<file path="src/rtl/dm_arbiter.sv">
// Round-robin arbiter sharing one byte-enabled data RAM between m0 (CPU) and m1 (loader/debug).
// Optional store trace is enabled by defining DM_TRACE_EN.
module dm_arbiter #(
  parameter int ADDR_W    = 13,
  parameter bit INIT_PRIO = 1'b0
) (
  input  logic              clk,
  input  logic              clr,
  input  logic              m0_req,
  input  logic              m0_we,
  input  logic [1:0]        m0_type,
  input  logic [31:0]       m0_addr,
  input  logic [31:0]       m0_wdata,
  output logic              m0_gnt,
  output logic              m0_rvalid,
  output logic [31:0]       m0_rdata,
  output logic              m0_err,
  input  logic              m1_req,
  input  logic              m1_we,
  input  logic [1:0]        m1_type,
  input  logic [31:0]       m1_addr,
  input  logic [31:0]       m1_wdata,
  output logic              m1_gnt,
  output logic              m1_rvalid,
  output logic [31:0]       m1_rdata,
  output logic              m1_err,
  output logic              mem_en,
  output logic              mem_we,
  output logic [3:0]        mem_be,
  output logic [ADDR_W-1:0] mem_addr,
  output logic [31:0]       mem_wdata,
  input  logic [31:0]       mem_rdata
);

  typedef enum logic {IDLE, RD} state_t;

  state_t      state_q, state_d;
  logic        ptr_q, ptr_d;
  logic        id_q, id_d;
  logic [1:0]  type_q, type_d;
  logic [1:0]  off_q, off_d;

  logic        win_id;
  logic        win_we;
  logic [1:0]  win_type;
  logic [31:0] win_addr;
  logic [31:0] win_wdata;
  logic        misaligned;
  logic [1:0]  gnt, err, rvalid;
  logic [31:0] rdata_ext;
  logic [7:0]  rd_byte;
  logic [15:0] rd_half;
  logic        unused_addr_bits;

  assign unused_addr_bits = ^win_addr[31:ADDR_W+2];

  always_ff @(posedge clk or posedge clr) begin
    if (clr) begin
      state_q <= IDLE;
      ptr_q   <= INIT_PRIO;
      id_q    <= 1'b0;
      type_q  <= 2'b00;
      off_q   <= 2'b00;
    end else begin
      state_q <= state_d;
      ptr_q   <= ptr_d;
      id_q    <= id_d;
      type_q  <= type_d;
      off_q   <= off_d;
    end
  end

  // Everything is gated by clr so outputs drop to zero the moment reset asserts.
  always_comb begin
    state_d    = state_q;
    ptr_d      = ptr_q;
    id_d       = id_q;
    type_d     = type_q;
    off_d      = off_q;
    gnt        = 2'b00;
    err        = 2'b00;
    rvalid     = 2'b00;
    rdata_ext  = 32'h0;
    mem_en     = 1'b0;
    mem_we     = 1'b0;
    mem_be     = 4'b0000;
    mem_addr   = '0;
    mem_wdata  = 32'h0;
    win_id     = (m0_req && m1_req) ? ptr_q : m1_req;
    win_we     = win_id ? m1_we    : m0_we;
    win_type   = win_id ? m1_type  : m0_type;
    win_addr   = win_id ? m1_addr  : m0_addr;
    win_wdata  = win_id ? m1_wdata : m0_wdata;
    misaligned = ((win_type == 2'b00) && (win_addr[1:0] != 2'b00)) ||
                 ((win_type == 2'b11) && win_addr[0]);
    rd_byte    = 8'h00;
    rd_half    = 16'h0000;

    if (!clr) begin
      case (state_q)
        IDLE: begin
          if (m0_req || m1_req) begin
            gnt[win_id] = 1'b1;
            ptr_d       = ~win_id;
            if (misaligned) begin
              err[win_id]    = 1'b1;
              rvalid[win_id] = ~win_we;
            end else begin
              mem_en   = 1'b1;
              mem_addr = win_addr[ADDR_W+1:2];
              if (win_we) begin
                mem_we = 1'b1;
                case (win_type)
                  2'b00: begin
                    mem_be    = 4'b1111;
                    mem_wdata = win_wdata;
                  end
                  2'b11: begin
                    mem_be    = win_addr[1] ? 4'b1100 : 4'b0011;
                    mem_wdata = {2{win_wdata[15:0]}};
                  end
                  default: begin
                    mem_be    = 4'b0001 << win_addr[1:0];
                    mem_wdata = {4{win_wdata[7:0]}};
                  end
                endcase
              end else begin
                id_d    = win_id;
                type_d  = win_type;
                off_d   = win_addr[1:0];
                state_d = RD;
              end
            end
          end
        end
        RD: begin
          case (off_q)
            2'd0:    rd_byte = mem_rdata[7:0];
            2'd1:    rd_byte = mem_rdata[15:8];
            2'd2:    rd_byte = mem_rdata[23:16];
            default: rd_byte = mem_rdata[31:24];
          endcase
          rd_half = off_q[1] ? mem_rdata[31:16] : mem_rdata[15:0];
          case (type_q)
            2'b01:   rdata_ext = {{24{rd_byte[7]}}, rd_byte};
            2'b10:   rdata_ext = {24'h0, rd_byte};
            2'b11:   rdata_ext = {{16{rd_half[15]}}, rd_half};
            default: rdata_ext = mem_rdata;
          endcase
          rvalid[id_q] = 1'b1;
          state_d      = IDLE;
        end
        default: state_d = IDLE;
      endcase
    end
  end

  assign m0_gnt    = gnt[0];
  assign m1_gnt    = gnt[1];
  assign m0_err    = err[0];
  assign m1_err    = err[1];
  assign m0_rvalid = rvalid[0];
  assign m1_rvalid = rvalid[1];
  assign m0_rdata  = rvalid[0] ? rdata_ext : 32'h0;
  assign m1_rdata  = rvalid[1] ? rdata_ext : 32'h0;

`ifdef DM_TRACE_EN
  always_ff @(posedge clk) begin
    if (mem_en && mem_we)
      $display("%d@m%0d: *%h <= %h be=%b", $time, win_id, {mem_addr, 2'b00}, mem_wdata, mem_be);
  end
`endif

endmodule
</file>
<file path="config.mk">
export PLATFORM = sky130hd
export DESIGN_NAME = dm_arbiter
export DESIGN_NICKNAME = d
export VERILOG_FILES = /design/src/rtl/dm_arbiter.sv
export SDC_FILE = /design/constraint.sdc
export NUM_CORES = 1
export LEC_CHECK = 0
export CORE_AREA = 2 2 114 116
export CTS_CLUSTER_DIAMETER = 60
export CTS_CLUSTER_SIZE = 20
export DETAILED_ROUTE_END_ITERATION = 8
export DIE_AREA = 0 0 116 118
export PLACE_DENSITY = 0.74
export SYNTH_ARGS = -nofsm -noshare
export SYNTH_HDL_FRONTEND = slang
export SYNTH_SLANG_ARGS = --single-unit
</file>
<file path="constraint.sdc">
create_clock -name clk -period 4.25 [get_ports clk]
set_input_delay 0.6375 -clock clk [delete_from_list [all_inputs] [get_ports clk]]
set_output_delay 0.6375 -clock clk [all_outputs]
set_load 0.1 [all_outputs]
</file>
**Word level (Yosys, flattened, before mapping)**

Cells that the tools add are included.

- Output and inout bits: 121
- Flip-flop bits (word level): 7
- Logic and storage cells: 91
- Input port bits: 170

- Eq/ne operators: 6
- Mux-type cells: 57
- Shifts and indexed selects: 1
- Bitwise logic cells: 6
- Reduce and logical (&&, ||, !) cells: 12
- Magnitude comparators: 4

Operators with widths:

| cell | count |
|---|---|
| 2-to-1 mux 32 bit | 10 |
| case mux 32 bit (3 select lines) | 1 |
| case mux 32 bit (2 select lines) | 1 |
| 2-to-1 mux 13 bit | 4 |
| 2-to-1 mux 4 bit | 6 |
| case mux 8 bit (3 select lines) | 1 |
| 2-to-1 mux 2 bit | 11 |
| 2-to-1 mux 1 bit | 16 |
| 2-to-1 mux 16 bit | 1 |
| 2-to-1 mux 15 bit | 1 |
| equality test 2 bit, second input constant | 4 |
| case mux 4 bit (2 select lines) | 1 |
| logical AND 1 bit | 5 |
| inverter 1 bit | 5 |
| AND reduction 5 bit | 1 |
| equality test 2 x 1 -> 1 bit, second input constant | 2 |
| zero test 2 bit | 2 |
| less-than comparator 1 x 2 -> 1 bit, second input constant | 2 |
| case mux 2 bit (2 select lines) | 1 |
| left shift 1 x 2 -> 4 bit, first input constant | 1 |
| AND reduction 3 bit | 1 |
| AND 2 bit | 1 |
| demux 1 bit (select 1 bit) | 2 |
| greater-or-equal comparator 1 bit, second input constant | 2 |
| other kinds (3) | 4 |

**Depth between registers and ports, before layout**

Gate-level depths: netlist of the first run.

- Word-level depth: 12
- Depth in mapped cells: 13
- Gate-level depth less buffers: 11

**Least setup slack after synthesis of the first run**

No wires, ideal clock.

- Kind: in2out
- From: input m0_req
- To: output mem_wdata[28]
- Path buffers: 2
- Data required time: 3612 ps
- Slack: -1312 ps
- Data arrival time: 4925 ps
- Stages on the path: 11
- Path through: and2b_4 -> nor2_2 -> buf_2 -> mux2_2 -> ha_1 -> nand2_1 -> a21oi_1 -> o311ai_4 -> nand3b_2 -> buf_2 -> nor3b_1

- Word-level cells in the longest chain between the ends: 10
- Elaborated cells between the ends (all ways): 19
- Classes of those cells: eq/ne (1); mux (11); reduce/logical (7)

Ends and longest elaborated chain:

| what | line | source |
|---|---|---|
| from (decl) | 9 | `input logic m0_req,` |
| logical AND 1 bit * | 89 | `win_id = (m0_req && m1_req) ? ptr_q : m1_req;` |
| 2-to-1 mux 1 bit * | 89 |  |
| 2-to-1 mux 2 bit * | 91 | `win_type = win_id ? m1_type : m0_type;` |
| via win_type[0] | 45 | `logic [1:0] win_type;` |
| equality test 2 bit or zero test 2 bit (tied branches) | 95, 113, 94 |  |
| case mux 32 bit (2 select lines) (tied with other cells) | 113 | `case (win_type)` |
| 2-to-1 mux 32 bit or logical OR 1 bit (tied branches) | 111, 94 |  |
| 2-to-1 mux 32 bit * | 105 | `if (misaligned) begin` |
| 2-to-1 mux 32 bit * | 102 | `if (m0_req \|\| m1_req) begin` |
| 2-to-1 mux 32 bit * | 100 | `case (state_q)` |
| 2-to-1 mux 32 bit * | 99 | `if (!clr) begin` |
| to (decl) | 31 | `output logic [31:0] mem_wdata,` |

Mark *: on every way through the listed nets, which the timed path passes. The rest lies on a longest branch.

**Final worst setup path of the first run**

- From: input m1_req
- To: output m1_rdata[16]

- Elaborated cells between the ends (all ways): 24
- Classes of those cells: order compare (2); eq/ne (1); mux (11); bitwise (2); reduce/logical (8)

RTL lines:

| what | line | source |
|---|---|---|
| from (decl) | 18 | `input logic m1_req,` |
| logical AND 1 bit | 89 |  |
| 2-to-1 mux 1 bit * | 89 |  |
| 2-to-1 mux 2 bit * | 91 |  |
| via win_type[0] | 45 |  |
| equality test 2 bit or zero test 2 bit (tied branches) | 95, 94 |  |
| logical AND 1 bit, on equally long branches | 95, 94 |  |
| logical OR 1 bit * | 94 | `misaligned = ((win_type == 2'b00) && (win_addr[1:0] != 2'b00)) \|\|` |
| 2-to-1 mux 2 bit * | 105 |  |
| 2-to-1 mux 2 bit * | 102 |  |
| case mux 2 bit (2 select lines) * | 100 |  |
| 2-to-1 mux 2 bit * | 99 |  |
| 2-to-1 mux 32 bit * | 165 | `assign m1_rdata = rvalid[1] ? rdata_ext : 32'h0;` |
| to (decl) | 25 | `output logic [31:0] m1_rdata,` |

Marked as above.

==> flow_summary.ini, run 1 <==
[global_routing]
antenna_found_initial = 0
grt-ovfl-total = 0
grtUsageTotal_pct = 20.4
grt_max_degree = 35
first_global_vias = 4211
grt_pass1_wl_um = 22200

[setup_path]
crit_type = in2out
start_kind = input port
cpLargestDelayFamily = buffers and inverters
worstPathCellList = clkdlybuf4s50_1 -> inv_2 -> nor2_4 -> mux2_2 -> ha_2 -> nand2_1 -> nor3_4 -> buf_4 -> o2111a_1 -> buf_4 -> o21ai_4 -> nor2_1 -> buf_12
crit_buf_inv = 5
cpPeakStageDelay_ns = 0.54
slowest_stage = clkdlybuf4s50_1
worst-endpoint-required_ns = 3.61
arrival_ns = 3.52
crit_top_cell = buf_4
cp_max_fo = 16
cp-end-kind = output pin

[logic_synthesis]
async_flop_share_pct = 100
yosys.area_share.xor_xnor_pct = 0.334
synth_cell_types = 46
syn_nets = 566
ys_seq_area_share_pct = 6.69
synthFlopType = dfrtp_1
syn_avg_cell_area_sq_um = 6.65
synthMuxAreaShare_pct = 20.5
yosys_warnings = 0
synth_area_sq_mm = 0.00262
synth_cells = 394
synthAdderAreaFrac_pct = 0.956
synth_top_family_by_area = simple AND/OR/NAND/NOR gates
synth-edff-count = 0
yosys.area_share.simple_pct = 37.0
synth-compound-area-share_pct = 26.8
ys_seq_elements = 7

[cells_and_area]
layout_common_cells = clkdlybuf4s50_1, buf_12, nand2_1
drive_above_1_share_pct = 42.9
area_delta_synth_final_pct = 174
antenna_cells = 0
final_common_cell = clkdlybuf4s50_1
final_cell_count_no_fill = 822
fillers = 1061
design_area_sq_mm = 0.00718
final_nets = 823

[sta]
finalSetupViolCount = 0
layout_min_cycle_time_ns = 4.15
slew_headroom_pct = 49.2
maxSlewViolCount = 0
rsz0062_at_grt = yes
finalClockSkew_ns = 0.00208
worstMarginPinSlew_ns = 0.762
fmax_mhz = 241
hold_viol_final = 0
finalCritPeriodShare_pct = 97.7

[routing]
dr.pass1.iters = 4
final_antenna_net_count = 0
vias_per_cell = 5.00
wl_per_cell_um = 17.8
routed_wl_um = 14600
routed-via-count = 4114
drc = 0
drtIter0Drc = 199

[place]
placed_cell_area_sq_mm = 0.00699
dp.cells = 814
dp_hpwl_um = 12600
gp_congestion = 1.03
portBuffers = 256

[clocking]
insertion_delay_ns = 0.23
cts.path.max_buffers = 2
clkSinkCount = 7
cts_hold_buf = 0
root_buffer = clkbuf_16
cts.clk_slew.worst_paths_ns = 0.04
cts_tree = built
htree_levels = 1
cts_buffers = 3

[run_status]
status = finished, final reports clean

[floorplanning]
rows = 41
initial_core_util_pct = 21.1
die_h_um = 118
ios = 291
die-area_sq_mm = 0.0137
die_x_um = 116
core_area_sq_mm = 0.0124

[worst_hold_path]
min_path_type = reg2reg

[pwr]
power_density_mw_per_mm2 = 260
p_leak_uw = 0.00283
peakVddDrop_uv = 132

[flow_run]
drv_cap = 0
==> flip-flops by register name, summed over array words and instances (netlist names) <==
register	flops
ptr_q	1
type_q	2
id_q	1
state_q	1
off_q	2
==> synth_stat cells (2+ instances only) <==
cell type	instances	share of area, %
mux2i_1	21	8.0
and2_1	3	0.72
buf_2	10	1.9
o21ai_2	2	0.67
a31oi_1	2	0.48
buf_6	2	0.86
dfrtp_1	7	6.7
nor3_1	2	0.38
mux2_2	27	12
ha_1	2	0.96
o211a_1	8	3.1
a211oi_1	2	0.57
a222oi_1	7	2.7
a21oi_1	23	4.4
buf_1	2	0.29
nand3_1	4	0.76
clkbuf_1	15	2.1
nor2_1	93	13
nand2_1	55	7.9
nand2b_1	8	1.9
o22a_1	8	2.7
o21ai_0	11	2.1
o21ai_1	2	0.38
nor3b_1	11	3.2
nor2b_1	2	0.48
nor3b_2	13	6.2
a221oi_1	10	3.3
a21o_1	8	2.3
inv_1	15	2.1
o211ai_1	3	0.86
==> routing by layer <==
metal | track usage [%] | share of wire (%) | wire length [um]
met1 | 21.0 | 35 | 5060
met3 | 4.63 | 8.7 | 1270
met4 | 8.33 | 4.5 | 653
met5 | 0 | 0 | 0
met2 | 38.8 | 52 | 7650
==> through the flow <==
step	power, uW	utilization [%]	worst slack, ns	TNS, ns	hold WS (ns)
CTS	1850	57.1	0.0113	0	0.531
global route	1970	57.9	-0.0328	-0.180	0.563
floorplan	1170	-	-0.581	-14.26	0.449
finish	1870	57.9	0.0965	0	0.533
detailed placement	1680	56.3	-0.0341	-0.148	0.520
global placement	1640	56.3	0.0294	0	0.508
==> logic make-up after synthesis <==
family / Yosys count
AO/OA/AOI/OAI: 92
flip-flops: 7
XOR/XNOR: 1
buffers and inverters: 46
multiplexers: 49
AND/OR/NAND/NOR: 197
adder cells (fa/ha/maj): 2
==> final cells by class <==
| type | count | area [sq um] | area share [%] |
|---|---|---|---|
| timing repair buffer | 282 | 3980 | 55.4 |
| multi-input combinational | 341 | 2670 | 37.2 |
| sequential | 7 | 175 | 2.44 |
| clock buffer | 4 | 78.8 | 1.10 |
| inverter | 16 | 60.1 | 0.836 |
| tap | 172 | 215 | 3.00 |
==> worst min-delay path, stage by stage, from the launching register on <==
cell and delay (ns):
dfrtp_1 0.37, nand2_1 0.07, nand2_1 0.06
==> what timing repair did <==
action                                 CTS  global route
pin swaps                                0             6
endpoints found under the hold margin    0             0
setup endpoints to repair               14            34
setup buffers                            0             4
resized for setup                        2            20
==> where the power goes <==
part           internal, uW  switching (uW)
Clock                   125            36.6
Sequential             89.5            78.1
Combinational           626             911
==> path summary, 6_finish.rpt <==
path	start	end	slack [ns]	cells past startpoint
max	m1_req	m1_rdata[16]	0.1	13
min	state_q$_DFFE_PP0N_	state_q$_DFFE_PP0N_	0.53	2
max reg2reg	ptr_q$_DFFE_PP0P_	id_q$_DFFE_PP0P_	1.48	13
min reg2reg	state_q$_DFFE_PP0N_	state_q$_DFFE_PP0N_	0.53	2
max in group asynchronous	clr	type_q[0]$_DFFE_PP0P_	3.29	2
min in group asynchronous	clr	ptr_q$_DFFE_PP0P_	0.74	2
Note: power is estimated with default switching activity, not from simulation.
==> inputs of run 2 (changes only) <==
CAP_MARGIN = 30   (was not set)
HOLD_SLACK_MARGIN = 0.03   (was not set)
==> results of run 2 <==
Final layout, timing and power as in run 1 (identical DEF).
